## config.mk

```make
export PLATFORM = sky130hd
export DESIGN_NAME = attitude_pd_ctrl_flat
export DESIGN_NICKNAME = d
export VERILOG_FILES = /design/src/rtl/attitude_pd_ctrl_pkg.sv /design/src/rtl/attitude_pd_ctrl_if.sv /design/src/rtl/attitude_pd_ctrl_pd_axis.sv /design/src/rtl/attitude_pd_ctrl.sv /design/src/flat_wrapper.sv
export SDC_FILE = /design/constraint.sdc
export NUM_CORES = 1
export LEC_CHECK = 0
export CAP_MARGIN = 20
export CORE_MARGIN = 2
export CORE_UTILIZATION = 50
export CTS_CLUSTER_SIZE = 40
export DETAILED_ROUTE_END_ITERATION = 10
export GPL_TIMING_DRIVEN = 0
export PLACE_DENSITY = 0.79
export SLEW_MARGIN = 10
export SYNTH_ARGS = -nofsm -noshare
export SYNTH_HDL_FRONTEND = slang
export SYNTH_SLANG_ARGS = --single-unit
```

## constraint.sdc

```tcl
create_clock -name clk -period 12.68 [get_ports clk]
set_clock_uncertainty 0.05 [all_clocks]
set_input_delay 2.536 -clock clk [delete_from_list [all_inputs] [get_ports clk]]
set_output_delay 2.536 -clock clk [all_outputs]
set_load 0.05 [all_outputs]
```

## src/rtl/attitude_pd_ctrl_pkg.sv

```systemverilog
// Shared constants, types and saturation helpers for the attitude PD controller.
// Optional build macro: SPD_SLEW_EN (slew-limited motor outputs).
package attitude_ctrl_pkg;

    localparam logic [10:0] MIN_RUN_SPEED = 11'd200;
    localparam logic [10:0] CAL_SPEED     = 11'd656;

    localparam int ERR_MAX   = 511;
    localparam int ERR_MIN   = -512;
    localparam int DDIFF_MAX = 63;
    localparam int DDIFF_MIN = -64;
    localparam int SPD_MAX   = 2047;

    typedef logic signed [9:0]  err_t;
    typedef logic signed [9:0]  pterm_t;
    typedef logic signed [11:0] dterm_t;
    typedef logic signed [6:0]  ddiff_t;
    typedef logic signed [12:0] mix_t;
    typedef logic [10:0]        spd_t;

    function automatic err_t sat_err(input logic signed [16:0] e);
        if (e > ERR_MAX) return err_t'(ERR_MAX);
        if (e < ERR_MIN) return err_t'(ERR_MIN);
        return err_t'(e);
    endfunction

    function automatic ddiff_t sat_ddiff(input logic signed [10:0] d);
        if (d > DDIFF_MAX) return ddiff_t'(DDIFF_MAX);
        if (d < DDIFF_MIN) return ddiff_t'(DDIFF_MIN);
        return ddiff_t'(d);
    endfunction

    function automatic spd_t clip_spd(input mix_t v);
        if (v < 0) return '0;
        if (v > SPD_MAX) return spd_t'(SPD_MAX);
        return spd_t'(v);
    endfunction

endpackage

```

## src/rtl/attitude_pd_ctrl_if.sv

```systemverilog
// Attitude sample in / motor speed out bundle between the inertial side
// (master) and the PD controller (slave).
interface attitude_pd_ctrl_if;

    logic               vld;
    logic signed [15:0] ptch;
    logic signed [15:0] roll;
    logic signed [15:0] yaw;
    logic signed [15:0] d_ptch;
    logic signed [15:0] d_roll;
    logic signed [15:0] d_yaw;
    logic [8:0]         thrst;
    logic               inertial_cal;
    logic [10:0]        frnt_spd;
    logic [10:0]        bck_spd;
    logic [10:0]        lft_spd;
    logic [10:0]        rght_spd;
    logic               spd_vld;

    modport master (
        output vld, ptch, roll, yaw, d_ptch, d_roll, d_yaw,
        output thrst, inertial_cal,
        input  frnt_spd, bck_spd, lft_spd, rght_spd, spd_vld
    );

    modport slave (
        input  vld, ptch, roll, yaw, d_ptch, d_roll, d_yaw,
        input  thrst, inertial_cal,
        output frnt_spd, bck_spd, lft_spd, rght_spd, spd_vld
    );

endinterface

```

## src/rtl/attitude_pd_ctrl_pd_axis.sv

```systemverilog
// One attitude axis: error saturation, error history queue, fill counter
// and registered P / D terms (two pipeline stages).
module pd_axis
    import attitude_ctrl_pkg::*;
#(
    parameter int DEPTH = 12,
    parameter int COEFF = 6
) (
    input  logic               clk,
    input  logic               rst_n,
    input  logic               i_cal,
    input  logic               i_vld,
    input  logic signed [15:0] i_act,
    input  logic signed [15:0] i_des,
    output pterm_t             o_p,
    output dterm_t             o_d,
    output logic               o_vld
);

    localparam int FW = $clog2(DEPTH + 1);
    localparam logic [FW-1:0] FILL_FULL = FW'(DEPTH);

    logic signed [16:0] w_err;
    err_t               w_err_sat;
    logic signed [12:0] w_err_ext;
    logic signed [10:0] w_ddiff;
    ddiff_t             w_dsat;
    pterm_t             w_p;
    dterm_t             w_d;

    err_t               r_err;
    logic               r_vld1;
    err_t               r_q [DEPTH];
    logic [FW-1:0]      r_fill;
    pterm_t             r_p;
    dterm_t             r_d;
    logic               r_vld2;

    assign w_err     = $signed({i_act[15], i_act}) - $signed({i_des[15], i_des});
    assign w_err_sat = sat_err(w_err);
    assign w_err_ext = $signed({{3{r_err[9]}}, r_err});
    assign w_p       = pterm_t'((w_err_ext * 13'sd5) >>> 3);
    assign w_ddiff   = $signed({r_err[9], r_err})
                     - $signed({r_q[DEPTH-1][9], r_q[DEPTH-1]});
    assign w_dsat    = sat_ddiff(w_ddiff);
    // Derivative is meaningless until the queue holds a full history
    assign w_d       = (r_fill < FILL_FULL) ? '0 :
                       dterm_t'($signed({{5{w_dsat[6]}}, w_dsat})
                                * $signed(12'(COEFF)));

    // Stage 1: capture saturated error of an accepted sample
    always_ff @(posedge clk or negedge rst_n) begin
        if (!rst_n) begin
            r_err  <= '0;
            r_vld1 <= 1'b0;
        end else if (i_cal) begin
            r_vld1 <= 1'b0;
        end else begin
            r_vld1 <= i_vld;
            if (i_vld) r_err <= w_err_sat;
        end
    end

    // Stage 2: P/D terms, history push and fill tracking
    always_ff @(posedge clk or negedge rst_n) begin
        if (!rst_n) begin
            for (int i = 0; i < DEPTH; i++) r_q[i] <= '0;
            r_fill <= '0;
            r_p    <= '0;
            r_d    <= '0;
            r_vld2 <= 1'b0;
        end else if (i_cal) begin
            for (int i = 0; i < DEPTH; i++) r_q[i] <= '0;
            r_fill <= '0;
            r_vld2 <= 1'b0;
        end else begin
            r_vld2 <= r_vld1;
            if (r_vld1) begin
                r_p    <= w_p;
                r_d    <= w_d;
                r_q[0] <= r_err;
                for (int i = 1; i < DEPTH; i++) r_q[i] <= r_q[i-1];
                if (r_fill < FILL_FULL) r_fill <= r_fill + 1'b1;
            end
        end
    end

    assign o_p   = r_p;
    assign o_d   = r_d;
    assign o_vld = r_vld2;

endmodule

```

## src/rtl/attitude_pd_ctrl.sv

```systemverilog
// Three-axis PD attitude controller: mixes P/D corrections with throttle
// into four clipped motor speeds. Optional macro SPD_SLEW_EN limits each
// update to +/- SLEW_MAX.
module attitude_pd_ctrl
    import attitude_ctrl_pkg::*;
#(
    parameter int D_QUEUE_DEPTH = 12,
    parameter int D_COEFF       = 6
`ifdef SPD_SLEW_EN
    ,
    parameter int SLEW_MAX      = 64
`endif
) (
    input logic               clk,
    input logic               rst_n,
    attitude_pd_ctrl_if.slave bus
);

    logic signed [15:0] w_act [3];
    logic signed [15:0] w_des [3];
    pterm_t             w_p [3];
    dterm_t             w_d [3];
    logic [2:0]         w_av;
    mix_t               w_pd [3];
    mix_t               w_base;
    spd_t               w_tgt [4];
    spd_t               w_nxt [4];
    logic               w_stg_vld;

    logic [8:0]         r_thr1;
    logic [8:0]         r_thr2;
    spd_t               r_spd [4];
    logic               r_spd_vld;

    assign w_act[0] = bus.ptch;
    assign w_act[1] = bus.roll;
    assign w_act[2] = bus.yaw;
    assign w_des[0] = bus.d_ptch;
    assign w_des[1] = bus.d_roll;
    assign w_des[2] = bus.d_yaw;

    for (genvar i = 0; i < 3; i++) begin : g_ax
        pd_axis #(
            .DEPTH (D_QUEUE_DEPTH),
            .COEFF (D_COEFF)
        ) u_ax (
            .clk   (clk),
            .rst_n (rst_n),
            .i_cal (bus.inertial_cal),
            .i_vld (bus.vld),
            .i_act (w_act[i]),
            .i_des (w_des[i]),
            .o_p   (w_p[i]),
            .o_d   (w_d[i]),
            .o_vld (w_av[i])
        );
    end

    // All three axes advance in lockstep
    assign w_stg_vld = &w_av;

    // Throttle follows the sample through stages 1 and 2
    always_ff @(posedge clk or negedge rst_n) begin
        if (!rst_n) begin
            r_thr1 <= '0;
            r_thr2 <= '0;
        end else begin
            if (bus.vld && !bus.inertial_cal) r_thr1 <= bus.thrst;
            r_thr2 <= r_thr1;
        end
    end

    // Motor mixer with clipping to the 11-bit speed range
    always_comb begin
        for (int i = 0; i < 3; i++) begin
            w_pd[i] = $signed({{3{w_p[i][9]}}, w_p[i]})
                    + $signed({w_d[i][11], w_d[i]});
        end
        w_base   = $signed({2'b00, MIN_RUN_SPEED})
                 + $signed({4'b0000, r_thr2});
        w_tgt[0] = clip_spd(w_base - w_pd[0] - w_pd[2]);
        w_tgt[1] = clip_spd(w_base + w_pd[0] - w_pd[2]);
        w_tgt[2] = clip_spd(w_base - w_pd[1] + w_pd[2]);
        w_tgt[3] = clip_spd(w_base + w_pd[1] + w_pd[2]);
    end

`ifdef SPD_SLEW_EN
    logic r_first;

    function automatic spd_t slew_lim(input spd_t prev, input spd_t tgt);
        logic [11:0] hi;
        hi = {1'b0, prev} + 12'(SLEW_MAX);
        if ({1'b0, tgt} > hi) return spd_t'(hi);
        if ({1'b0, tgt} + 12'(SLEW_MAX) < {1'b0, prev})
            return prev - spd_t'(SLEW_MAX);
        return tgt;
    endfunction

    // Rate-limit against the last output, except on the first update
    always_comb begin
        for (int i = 0; i < 4; i++) begin
            w_nxt[i] = r_first ? w_tgt[i] : slew_lim(r_spd[i], w_tgt[i]);
        end
    end

    // First-update flag re-arms on reset and calibration
    always_ff @(posedge clk or negedge rst_n) begin
        if (!rst_n)                r_first <= 1'b1;
        else if (bus.inertial_cal) r_first <= 1'b1;
        else if (w_stg_vld)        r_first <= 1'b0;
    end
`else
    // Clipped targets go straight to the output registers
    always_comb begin
        for (int i = 0; i < 4; i++) w_nxt[i] = w_tgt[i];
    end
`endif

    // Stage 3: output registers with calibration override
    always_ff @(posedge clk or negedge rst_n) begin
        if (!rst_n) begin
            for (int i = 0; i < 4; i++) r_spd[i] <= '0;
            r_spd_vld <= 1'b0;
        end else if (bus.inertial_cal) begin
            for (int i = 0; i < 4; i++) r_spd[i] <= CAL_SPEED;
            r_spd_vld <= 1'b0;
        end else begin
            r_spd_vld <= w_stg_vld;
            if (w_stg_vld) begin
                for (int i = 0; i < 4; i++) r_spd[i] <= w_nxt[i];
            end
        end
    end

    assign bus.frnt_spd = r_spd[0];
    assign bus.bck_spd  = r_spd[1];
    assign bus.lft_spd  = r_spd[2];
    assign bus.rght_spd = r_spd[3];
    assign bus.spd_vld  = r_spd_vld;

endmodule
```

## src/flat_wrapper.sv

```systemverilog
// flat-port wrapper written by rule: the top's interface ports become plain ports
module attitude_pd_ctrl_flat import attitude_ctrl_pkg::*;
#(
    parameter int D_QUEUE_DEPTH = 12,
    parameter int D_COEFF       = 6

)
  (clk, rst_n, bus_vld, bus_ptch, bus_roll, bus_yaw, bus_d_ptch, bus_d_roll, bus_d_yaw, bus_thrst, bus_inertial_cal, bus_frnt_spd, bus_bck_spd, bus_lft_spd, bus_rght_spd, bus_spd_vld);
  attitude_pd_ctrl_if bus_i ();
  input logic clk;
  input logic rst_n;
  input wire logic [$bits(bus_i.vld)-1:0] bus_vld;
  input wire logic [$bits(bus_i.ptch)-1:0] bus_ptch;
  input wire logic [$bits(bus_i.roll)-1:0] bus_roll;
  input wire logic [$bits(bus_i.yaw)-1:0] bus_yaw;
  input wire logic [$bits(bus_i.d_ptch)-1:0] bus_d_ptch;
  input wire logic [$bits(bus_i.d_roll)-1:0] bus_d_roll;
  input wire logic [$bits(bus_i.d_yaw)-1:0] bus_d_yaw;
  input wire logic [$bits(bus_i.thrst)-1:0] bus_thrst;
  input wire logic [$bits(bus_i.inertial_cal)-1:0] bus_inertial_cal;
  output wire logic [$bits(bus_i.frnt_spd)-1:0] bus_frnt_spd;
  output wire logic [$bits(bus_i.bck_spd)-1:0] bus_bck_spd;
  output wire logic [$bits(bus_i.lft_spd)-1:0] bus_lft_spd;
  output wire logic [$bits(bus_i.rght_spd)-1:0] bus_rght_spd;
  output wire logic [$bits(bus_i.spd_vld)-1:0] bus_spd_vld;
  assign bus_i.vld = bus_vld;
  assign bus_i.ptch = bus_ptch;
  assign bus_i.roll = bus_roll;
  assign bus_i.yaw = bus_yaw;
  assign bus_i.d_ptch = bus_d_ptch;
  assign bus_i.d_roll = bus_d_roll;
  assign bus_i.d_yaw = bus_d_yaw;
  assign bus_i.thrst = bus_thrst;
  assign bus_i.inertial_cal = bus_inertial_cal;
  assign bus_frnt_spd = bus_i.frnt_spd;
  assign bus_bck_spd = bus_i.bck_spd;
  assign bus_lft_spd = bus_i.lft_spd;
  assign bus_rght_spd = bus_i.rght_spd;
  assign bus_spd_vld = bus_i.spd_vld;
  attitude_pd_ctrl #(.D_QUEUE_DEPTH(D_QUEUE_DEPTH), .D_COEFF(D_COEFF)) u_core (.clk(clk), .rst_n(rst_n), .bus(bus_i));
endmodule
```

Yosys cells after proc, flatten, opt, wreduce, memory -nomap -nowiden

Cells that the tools add are included.

Register bits after elaboration: 533
Bits of input ports: 109
Output and inout port bits: 45
Word-level logic and storage cells: 213

$add $sub $neg: 21
Multipliers: 6
Order comparisons: 23
Multiplexer cells: 93
Bitwise operators: 1
Reductions and logical operators: 12

Operators by type and width:

| operator              | count |
|---|---|
| $mux 120              | 6 |
| $mux 11               | 16 |
| $mux 10               | 12 |
| $mux 44               | 2 |
| $mux 7                | 12 |
| $add 13x13->13        | 4 |
| $gt 13x12->1 const B  | 4 |
| $lt 13x1->1 const B   | 4 |
| $sub 13x13->13        | 4 |
| $gt 17x10->1 const B  | 3 |
| $lt 17x10->1 const B  | 3 |
| $sub 16x16->17        | 3 |
| $add 10x12->13        | 3 |
| $mul 10x4->13 const B | 3 |
| $mux 12               | 3 |
| $mux 4                | 9 |
| $gt 11x7->1 const B   | 3 |
| $lt 11x7->1 const B   | 3 |
| $mux 1                | 33 |
| $sub 10x10->11        | 3 |
| $mul 7x3->10 const B  | 3 |
| $add 4x1->4 const B   | 3 |
| $lt 4x4->1 const B    | 3 |
| $add 8x9->10 const A  | 1 |
| 5 further kinds       | 13 |

Depth between registers and ports, before layout

Gate-level depths: netlist of run 1.

Depth after elaboration: 10
Mapped depth: 23
Gate-level depth less buffers: 23

Cells and area by module

A second synthesis of run 1 with hierarchy kept.

Cells, all modules: 3289
Area total of the unflattened synthesis: 32731.4 um^2

Modules (own cells, without submodules):

| module                            | times used | cells each | area each (um^2) | seq. area each (um^2) |
|---|---|---|---|---|
| pd_axis (u_core.g_ax[0].u_ax ...) | 2          | 811        | 8435.6           | 3903.7 |
| pd_axis (u_core.g_ax[2].u_ax)     | 1          | 797        | 8324.2           | 3903.7 |
| attitude_pd_ctrl                  | 1          | 870        | 7536.0           | 1576.5 |

Worst setup path before layout of run 1

Ideal clock, no wire load.

Path kind: input to register
Start: input port bus_yaw[0]
End: register u_core.g_ax[2].u_ax.r_err[0]
Library setup time: 0.149 ns
Arrival: 5.084 ns
Setup slack: 7.397 ns
Stages on the path: 13
Cells stage by stage: inv_1 -> ha_1 -> inv_1 -> fa_1 -> a211oi_2 -> o21ai_1 -> a21o_1 -> o21ai_2 -> nor3_1 -> a311o_1 -> or3_1 -> o32ai_4 -> a22oi_1

Cells in the longest elaborated chain, start to end: 6
Elaborated cells between the ends (all ways): 9

RTL lines:

| element              | line                           | RTL |
|---|---|---|
| from (decl)          | flat_wrapper.sv:15             | `input wire logic [$bits(bus_i.yaw)-1:0] bus_yaw;` |
| $sub 16x16->17 (*)   | attitude_pd_ctrl_pd_axis.sv:39 | `assign w_err = $signed({i_act[15], i_act}) - $signed({i_des[15], i_des});` |
| $lt 17x10->1         | attitude_pd_ctrl_pkg.sv:23     | `if (e < ERR_MIN) return err_t'(ERR_MIN);` |
| $mux 1 (2 in series) | attitude_pd_ctrl_pkg.sv:23     |  |
| $mux 10              | attitude_pd_ctrl_pkg.sv:24     | `return err_t'(e);` |
| $mux 10 (*)          | attitude_pd_ctrl_pkg.sv:23     |  |
| to (signal assigned) | attitude_pd_ctrl_pd_axis.sv:60 | `if (i_vld) r_err <= w_err_sat;` |
| to (decl)            | attitude_pd_ctrl_pd_axis.sv:31 | `err_t r_err;` |

Every way passes the cells marked *; elsewhere a longest branch is shown, timed or not. The select of a mux whose other input is x is not followed.
A chain may end at the register's enable or synchronous reset.

Worst setup path in the final report of run 1

Start: input port bus_d_yaw[0]
End: register u_core.g_ax[2].u_ax.r_err[0]

Cells in the longest elaborated chain, start to end: 6
Elaborated cells between the ends (all ways): 9

RTL lines:

| element              | line                           | RTL |
|---|---|---|
| from (decl)          | flat_wrapper.sv:18             | `input wire logic [$bits(bus_i.d_yaw)-1:0] bus_d_yaw;` |
| $sub 16x16->17 (*)   | attitude_pd_ctrl_pd_axis.sv:39 |  |
| $lt 17x10->1         | attitude_pd_ctrl_pkg.sv:23     |  |
| $mux 1 (2 in series) | attitude_pd_ctrl_pkg.sv:23     |  |
| $mux 10              | attitude_pd_ctrl_pkg.sv:24     |  |
| $mux 10 (*)          | attitude_pd_ctrl_pkg.sv:23     |  |

Marked as above.

==> out/metrics.csv, run 1 <==
metric,value,unit
worst vdd ir,0.0001595,V
CP endpoint kind,flop,
gpl congestion,0.8881,
drt first-iter violations,1437,
drt first pass iters,8,
Placement Cell Area,34280,um^2
Leak,17.10,nW
clk sinks,527,
Via Count,23130,
Nets,3814,
Mapped Cells,3172,
"Slew Viols, Final",0,
post-synthesis sequential area ratio,41.79,%
CTS clock-pin slew for the worst setup and hold paths,0.06,ns
Min Hold Slack,0.3263,ns
number of synthesized flops with an enable pin,0,
"Period Utilization, post-route",42.68,%
Detailed Route WL,69350,um
PortBufs,152,
initial antenna violation count,0,
Final Hold Fails,0,
root buffer cell,clkbuf_16,
Die Span Y,255.2,um
DRT antenna net count,0,
hpwl dp,51740,um
final setup fails,0,
Initial Util,50.30,%
area grow syn2layout,14.78,%
Yosys cell types,89,
CP bufs+invs,2,
TritonCTS clock tree,built,
WP data required,13.09,ns
full die area,65140,um^2
final worst slack,7.268,ns
clock buffer count from CTS,55,
Worst Path Arrival,5.83,ns
Slew @ Worst Pin,1.093,ns
Worst Hold Class,flop to flop,
Post-synth ARST share,100.0,%
Yosys reg bits,527,
status,"finished, final reports clean",
grt ovf,0,
Hold Buf Count CTS,0,
CP cell instances,clkdlybuf4s50_1 > ha_1 > inv_1 > fa_1 > a211oi_2 > o21ai_1 > a21o_1 > o21ai_2 > nor3_1 > a311o_1 > or3_1 > o32ai_4 > a22oi_1,
fillers,5242,
RSZ-0062 raised after global routing,no,
CTS resizes,0,
vias in the first global route,22980,
Clock Latency Late Sink,0.63,ns
DP Worst Slack,6.649,ns
startpoint types,input port,
Antenna diodes,0,
layout cells sized above 1,4.466,%
first-pass GRT wire length,115800,um
prevailing post-synth register cell,dfrtp_1,
delay of the slowest critical-path stage,0.46,ns
largest net degree at the start of global routing,109,
Die Width,255.2,um
FP Rows,92,
syn nets,3600,
power per cell area,210.3,nW/um^2
Post-CTS Repair Setup Buffers,0,
IO Pins,154,
Tot GR Track Use,21.71,%
final core occ,57.74,%
vias per cell,5.413,
yosys warns,0,
Crit-path slowest cell,clkdlybuf4s50_1,
"CP delay by family, top",compound AO/OA/AOI/OAI gates,
reported max-cap violation count,0,
min Tclk post-route,5.412,ns
worst relative slew slack,27.15,%
# H-tree levels,2,
core region area,62740,um^2
Mapped Area,31560,um^2
WL per Instance,16.23,um
highest clock rate,0.1848,GHz
Syn Area/Cell,9.949,um^2
critical path class,input port to flop,
CP Max Fanout,9,
Residual DRC,0,
post-route cell area,36220,um^2
Max Root-Sink Buffers,3,
-- area by class of cell --
| class | count | area, um^2 | area share, % |
|---|---|---|---|
| clock inverter | 23 | 395.4 | 1.091 |
| clock buffer | 74 | 1548 | 4.273 |
| tap | 846 | 1059 | 2.922 |
| sequential | 527 | 13190 | 36.41 |
| timing repair buffer | 157 | 1664 | 4.594 |
| buffer | 122 | 489.2 | 1.351 |
| inverter | 210 | 788.3 | 2.176 |
| multi-input combinational | 2313 | 17090 | 47.19 |
-- sequential cells by signal (all words and copies together) (netlist names), 9 cells and up --
name / cells
u_core.bus.bck_spd: 11
u_core.bus.frnt_spd: 11
u_core.bus.lft_spd: 11
u_core.bus.rght_spd: 11
u_core.g_ax.u_ax.o_d: 30
u_core.g_ax.u_ax.o_p: 30
u_core.g_ax.u_ax.r_err: 30
u_core.g_ax.u_ax.r_fill: 12
u_core.g_ax.u_ax.r_q: 360
u_core.r_thr1: 9
u_core.r_thr2: 9
-- path summary, 6_finish.rpt --
kind | startpoint | end | slack (ns) | cells after the start
worst max-delay path | bus_d_yaw[0] | u_core.g_ax[2].u_ax.r_err[0] | 7.27 | 13
worst min-delay path | u_core.r_thr1[4] | u_core.r_thr2[4] | 0.33 | 0
worst max register to register | u_core.g_ax[0].u_ax.r_err[0] | u_core.g_ax[0].u_ax.o_d[9] | 7.44 | 21
worst min register to register | u_core.r_thr1[4] | u_core.r_thr2[4] | 0.33 | 0
max in group asynchronous | rst_n | u_core.g_ax[1].u_ax.r_q[73] | 9.05 | 4
min in group asynchronous | rst_n | u_core.g_ax[2].u_ax.r_q[43] | 1.81 | 1
-- layer usage --
layer,GRT usage [%],share of wire [%],wire (um),up-vias
li1,-,-,-,11350
met1,29.60,46,31980,11260
met2,36.66,48,33210,390
met3,2.278,3.4,2356,120
met4,6.500,2.6,1805,0
met5,0,0,0,-
-- cells by family after synthesis --
logic type               share of synthesized area, %
adder cells (fa/ha/maj)                         13.56
XOR/XNOR                                        4.488
AO/OA/AOI/OAI                                   12.28
multiplexers                                    11.58
flip-flops                                      41.79
buffers and inverters                           4.048
AND/OR/NAND/NOR                                 12.26
-- layout by cell type, fill, tap and decap left out, types with 19 or more instances in the layout --
cell type,Yosys,layout
clkbuf_16,0,55
a21o_1,45,45
clkdlybuf4s50_1,0,151
xor2_1,63,63
ha_1,282,282
nand2b_1,21,21
nor2b_1,38,38
dfrtp_1,527,527
a21oi_1,140,140
buf_1,41,41
fa_1,37,37
xnor2_1,96,96
nand3_1,24,24
mux2i_1,365,365
a22o_1,33,33
inv_1,209,209
o21bai_1,23,23
or2_2,20,20
nor2_1,521,521
clkbuf_1,70,79
nor3_1,35,35
o21ai_0,136,136
o211ai_1,19,19
o21a_1,41,41
nand2_1,173,173
-- through the flow --
stage                     setup TNS, ns  power (mW)  cells
final                                 0       7.617   4272
after global routing                  0       8.160   4272
after CTS                             0       7.606   4272
after detailed placement              0       5.839   4175
after global placement         -7273.32       5.760   4170
after floorplan                       0       4.880   3172
-- cell usage after synthesis, drive strengths merged (10+ instances only) --
cell      n  share of area, %
ha      282                11
o21bai   23              0.55
nand3    24              0.38
xor2     63               1.7
nor2    521               6.2
buf      50              0.66
o21a     41              0.98
nor3     35              0.56
nor2b    38              0.75
clkbuf   72              0.89
mux2i   365                12
a21boi   10              0.24
nand2b   23              0.49
dfrtp   527                42
o31ai    19              0.50
a21o     46               1.1
and3     14              0.28
or2      20              0.40
xnor2    96               2.7
a21oi   142               2.3
inv     210               2.5
fa       37               2.3
a22o     33              0.92
o211ai   19              0.45
a211oi   15              0.39
nand2   173               2.1
o21ai   141               2.2
-- report_power, final --
part	switching [mW]	total, mW	leakage (nW)	internal [mW]
logic	2.32	3.96	9.05	1.64
registers	0.127	1.93	7.10	1.81
clock network	0.683	1.72	0.948	1.04
total	3.13	7.62	17.1	4.49
-- worst register-to-register path: cells and delay by family, from the launching register on --
family          cells  cell delay [ns]
compound gates     11             2.74
xor+xnor            1             0.10
fa+ha+maj           5             1.55
buf+inv             2             0.17
flops               1             0.39
simple gates        2             0.16
No activity file was read; power rests on OpenSTA's default activity.
==> run 2, diff against run 1 <==
- clock period: 12.68 -> 5.15 ns (I/O delays scaled with it)
==> run 2 against run 1 <==
Compared with the run above:
- non-clock buffer count grew 5
- count of clock-buffer cells in the layout is the same
- first-iteration DRC count grew 1.3%
- critical path type is now flop to flop
- register-to-register slack lost 7.2 ns
- largest cell class unchanged
- routed wire length grew 0.37%
==> out/metrics.csv, run 2 (same netlist as run 1, synthesis figures left out) <==
metric,value,unit,change
status,"finished, final reports clean",,
Seq pwr share,25.3,%,about the same
gpl congestion,0.8881,,unchanged
met3 wire length,2290,um,-2.8%
core region area,62740,um^2,unchanged
final worst slack,0.2371,ns,-7.031 ns
"most common cell after layout, fill and taps aside",dfrtp_1,,
Pint,11.11,mW,+150%
Leak,17.15,nW,+0.33%
# H-tree levels,2,,unchanged
area grow syn2layout,15.25,%,
Antenna diodes,0,,unchanged
vias in the first global route,22980,,unchanged
CP endpoint kind,flop,,
clock buffer count from CTS,55,,unchanged
Die Span Y,255.2,um,unchanged
max layer used,met4,,
Slew @ Worst Pin,1.092,ns,-0.0004922 ns
Worst Path Arrival,5.38,ns,-0.45 ns
largest net degree at the start of global routing,109,,unchanged
DP Worst Slack,-0.06961,ns,-6.718 ns
post-route cell area,36370,um^2,+0.41%
Die Width,255.2,um,unchanged
Finished Layout Cells,4277,,+0.12%
IO Pins,154,,unchanged
Min Hold Slack,0.2997,ns,-0.02661 ns
R2R Setup Slk,0.24,ns,-7.20 ns
RSZ-0062 raised after global routing,yes,,
"Period Utilization, post-route",95.40,%,
"Slew Viols, Final",0,,unchanged
final setup fails,0,,unchanged
Max Root-Sink Buffers,3,,unchanged
highest clock rate,0.2035,GHz,
reported max-cap violation count,0,,unchanged
PortBufs,152,,unchanged
Detailed Route WL,69610,um,+0.37%
first-pass GRT wire length,115900,um,about the same
initial antenna violation count,0,,unchanged
Placement Cell Area,34280,um^2,unchanged
Residual DRC,0,,unchanged
hpwl dp,51740,um,unchanged
WL per Instance,16.28,um,+0.26%
Via Count,23150,,+0.11%
power per cell area,518.4,nW/um^2,+150%
vias per cell,5.413,,about the same
critical path class,flop to flop,,
WL met2,33310,um,+0.31%
switching share of power,41.09,%,about the same
Tot GR Track Use,21.72,%,about the same
placed insts,4175,,unchanged
net load switching power,7.748,mW,+150%
WP data required,5.61,ns,-7.48 ns
Hold Buf Count CTS,0,,unchanged
layout cells sized above 1,5.188,%,+0.72 points
FP Rows,92,,unchanged
Nets,3819,,+0.13%
met1 WL,32220,um,+0.74%
TritonCTS clock tree,built,,
Worst Hold Class,input port to asynchronous set/reset pin,,
worst relative slew slack,27.18,%,+0.033 points
min Tclk post-route,4.913,ns,
CP Max Fanout,4,,-5
clk sinks,527,,unchanged
Setup TNS,0,ns,unchanged
Initial Util,50.30,%,unchanged
register area,13190,um^2,unchanged
root buffer cell,clkbuf_16,,
RR Startpoint,u_core.g_ax[0].u_ax.r_err[0],,
multi-input logic area,17200,um^2,+0.64%
final core occ,57.98,%,+0.24 points
total power,18.85,mW,+150%
Comb pwr share,52.2,%,+0.2 points
DRT antenna net count,0,,unchanged
full die area,65140,um^2,unchanged
largest register by flop count,u_core.g_ax.u_ax.r_q,,
CTS clock-pin slew for the worst setup and hold paths,0.06,ns,about the same
worst reg-to-reg path cell count,22,,+4.8%
fillers,5218,,-0.46%
Clock Latency Late Sink,0.63,ns,about the same
max reg flops,360,,unchanged
clock share of power,22.5,%,about the same
drt first-iter violations,1456,,+1.3%
worst vdd ir,0.0003884,V,+140%
startpoint types,flop,,
drt first pass iters,8,,unchanged
R2R Path End,u_core.g_ax[0].u_ax.o_d[10],,
grt ovf,0,,unchanged
Final Hold Fails,0,,unchanged
most frequent cells in the layout,"527 x dfrtp_1, 521 x nor2_1, 365 x mux2i_1, 282 x ha_1, 208 x inv_1",,
[run 2: critical path, stage by stage, from the launching register on]
cell and delay (ns):
dfrtp_1 0.39, inv_1 0.12, ha_1 0.19, inv_1 0.06, fa_1 0.40, a21o_1 0.18
a21oi_2 0.17, nor2_1 0.07, o31a_1 0.29, o31ai_2 0.26, xnor2_2 0.19, a41oi_2 0.19
buf_4 0.19, o31ai_2 0.29, ha_1 0.32, ha_1 0.30, a21o_1 0.17, a21oi_1 0.23
nor2b_1 0.08, o21a_1 0.19, o21ai_0 0.19, xor2_1 0.09, a22o_1 0.21
[run 2: power groups by stage]
stage | clock network, mW | registers, mW | logic [mW]
2_1_floorplan | 0 | 5.08 | 6.93
3_3_place_gp | 0 | 4.84 | 9.35
3_5_place_dp | 0 | 4.83 | 9.54
4_1_cts | 4.31 | 4.76 | 9.66
5_1_grt | 4.48 | 4.79 | 10.9
6_report | 4.24 | 4.76 | 9.85
[run 2: routing by layer]
metal	up-vias	GRT usage (%)
li1	11370	-
met1	11310	29.63
met2	351	36.65
met3	122	2.278
met4	0	6.500
met5	-	0
[run 2: final cells by class]
type,count,share of cell area (%)
buffer,122,1.349
clock buffer,74,4.255
clock inverter,23,1.087
inverter,210,2.167
multi-input combinational,2313,47.29
sequential,527,36.26
tap,846,2.910
timing repair buffer,162,4.679
[run 2: timing repair]
| item | CTS | global route |
|---|---|---|
| setup endpoints to repair | 2 | 34 |
| endpoints found under the hold margin | 0 | 0 |
| gates resized for setup | 3 | 29 |
| gates cloned | 0 | 0 |
| pin swaps | 0 | 5 |
| buffers inserted | 0 | 5 |
[run 2: worst max path at each step]
stage / startpoint / endpoint / slack, ns
2_1_floorplan: u_core.g_ax[0].u_ax.r_err[0] / u_core.g_ax[0].u_ax.o_d[9] / 0.45
4_1_cts: u_core.g_ax[2].u_ax.r_err[0] / u_core.g_ax[2].u_ax.o_d[9] / 0.06
5_1_grt: u_core.g_ax[0].u_ax.r_err[0] / u_core.g_ax[0].u_ax.o_d[9] / -0.05
6_report: u_core.g_ax[0].u_ax.r_err[0] / u_core.g_ax[0].u_ax.o_d[10] / 0.24
3_5_place_dp: u_core.g_ax[0].u_ax.r_err[0] / u_core.g_ax[0].u_ax.o_d[9] / -0.07
3_3_place_gp: rst_n / u_core.g_ax[1].u_ax.r_q[35] / -19.91
==> run 3, diff against run 2 <==
- GPL_ROUTABILITY_DRIVEN: not set -> 0
==> results of run 3 <==
No change in the layout: final DEF, timing and power equal those of run 2.
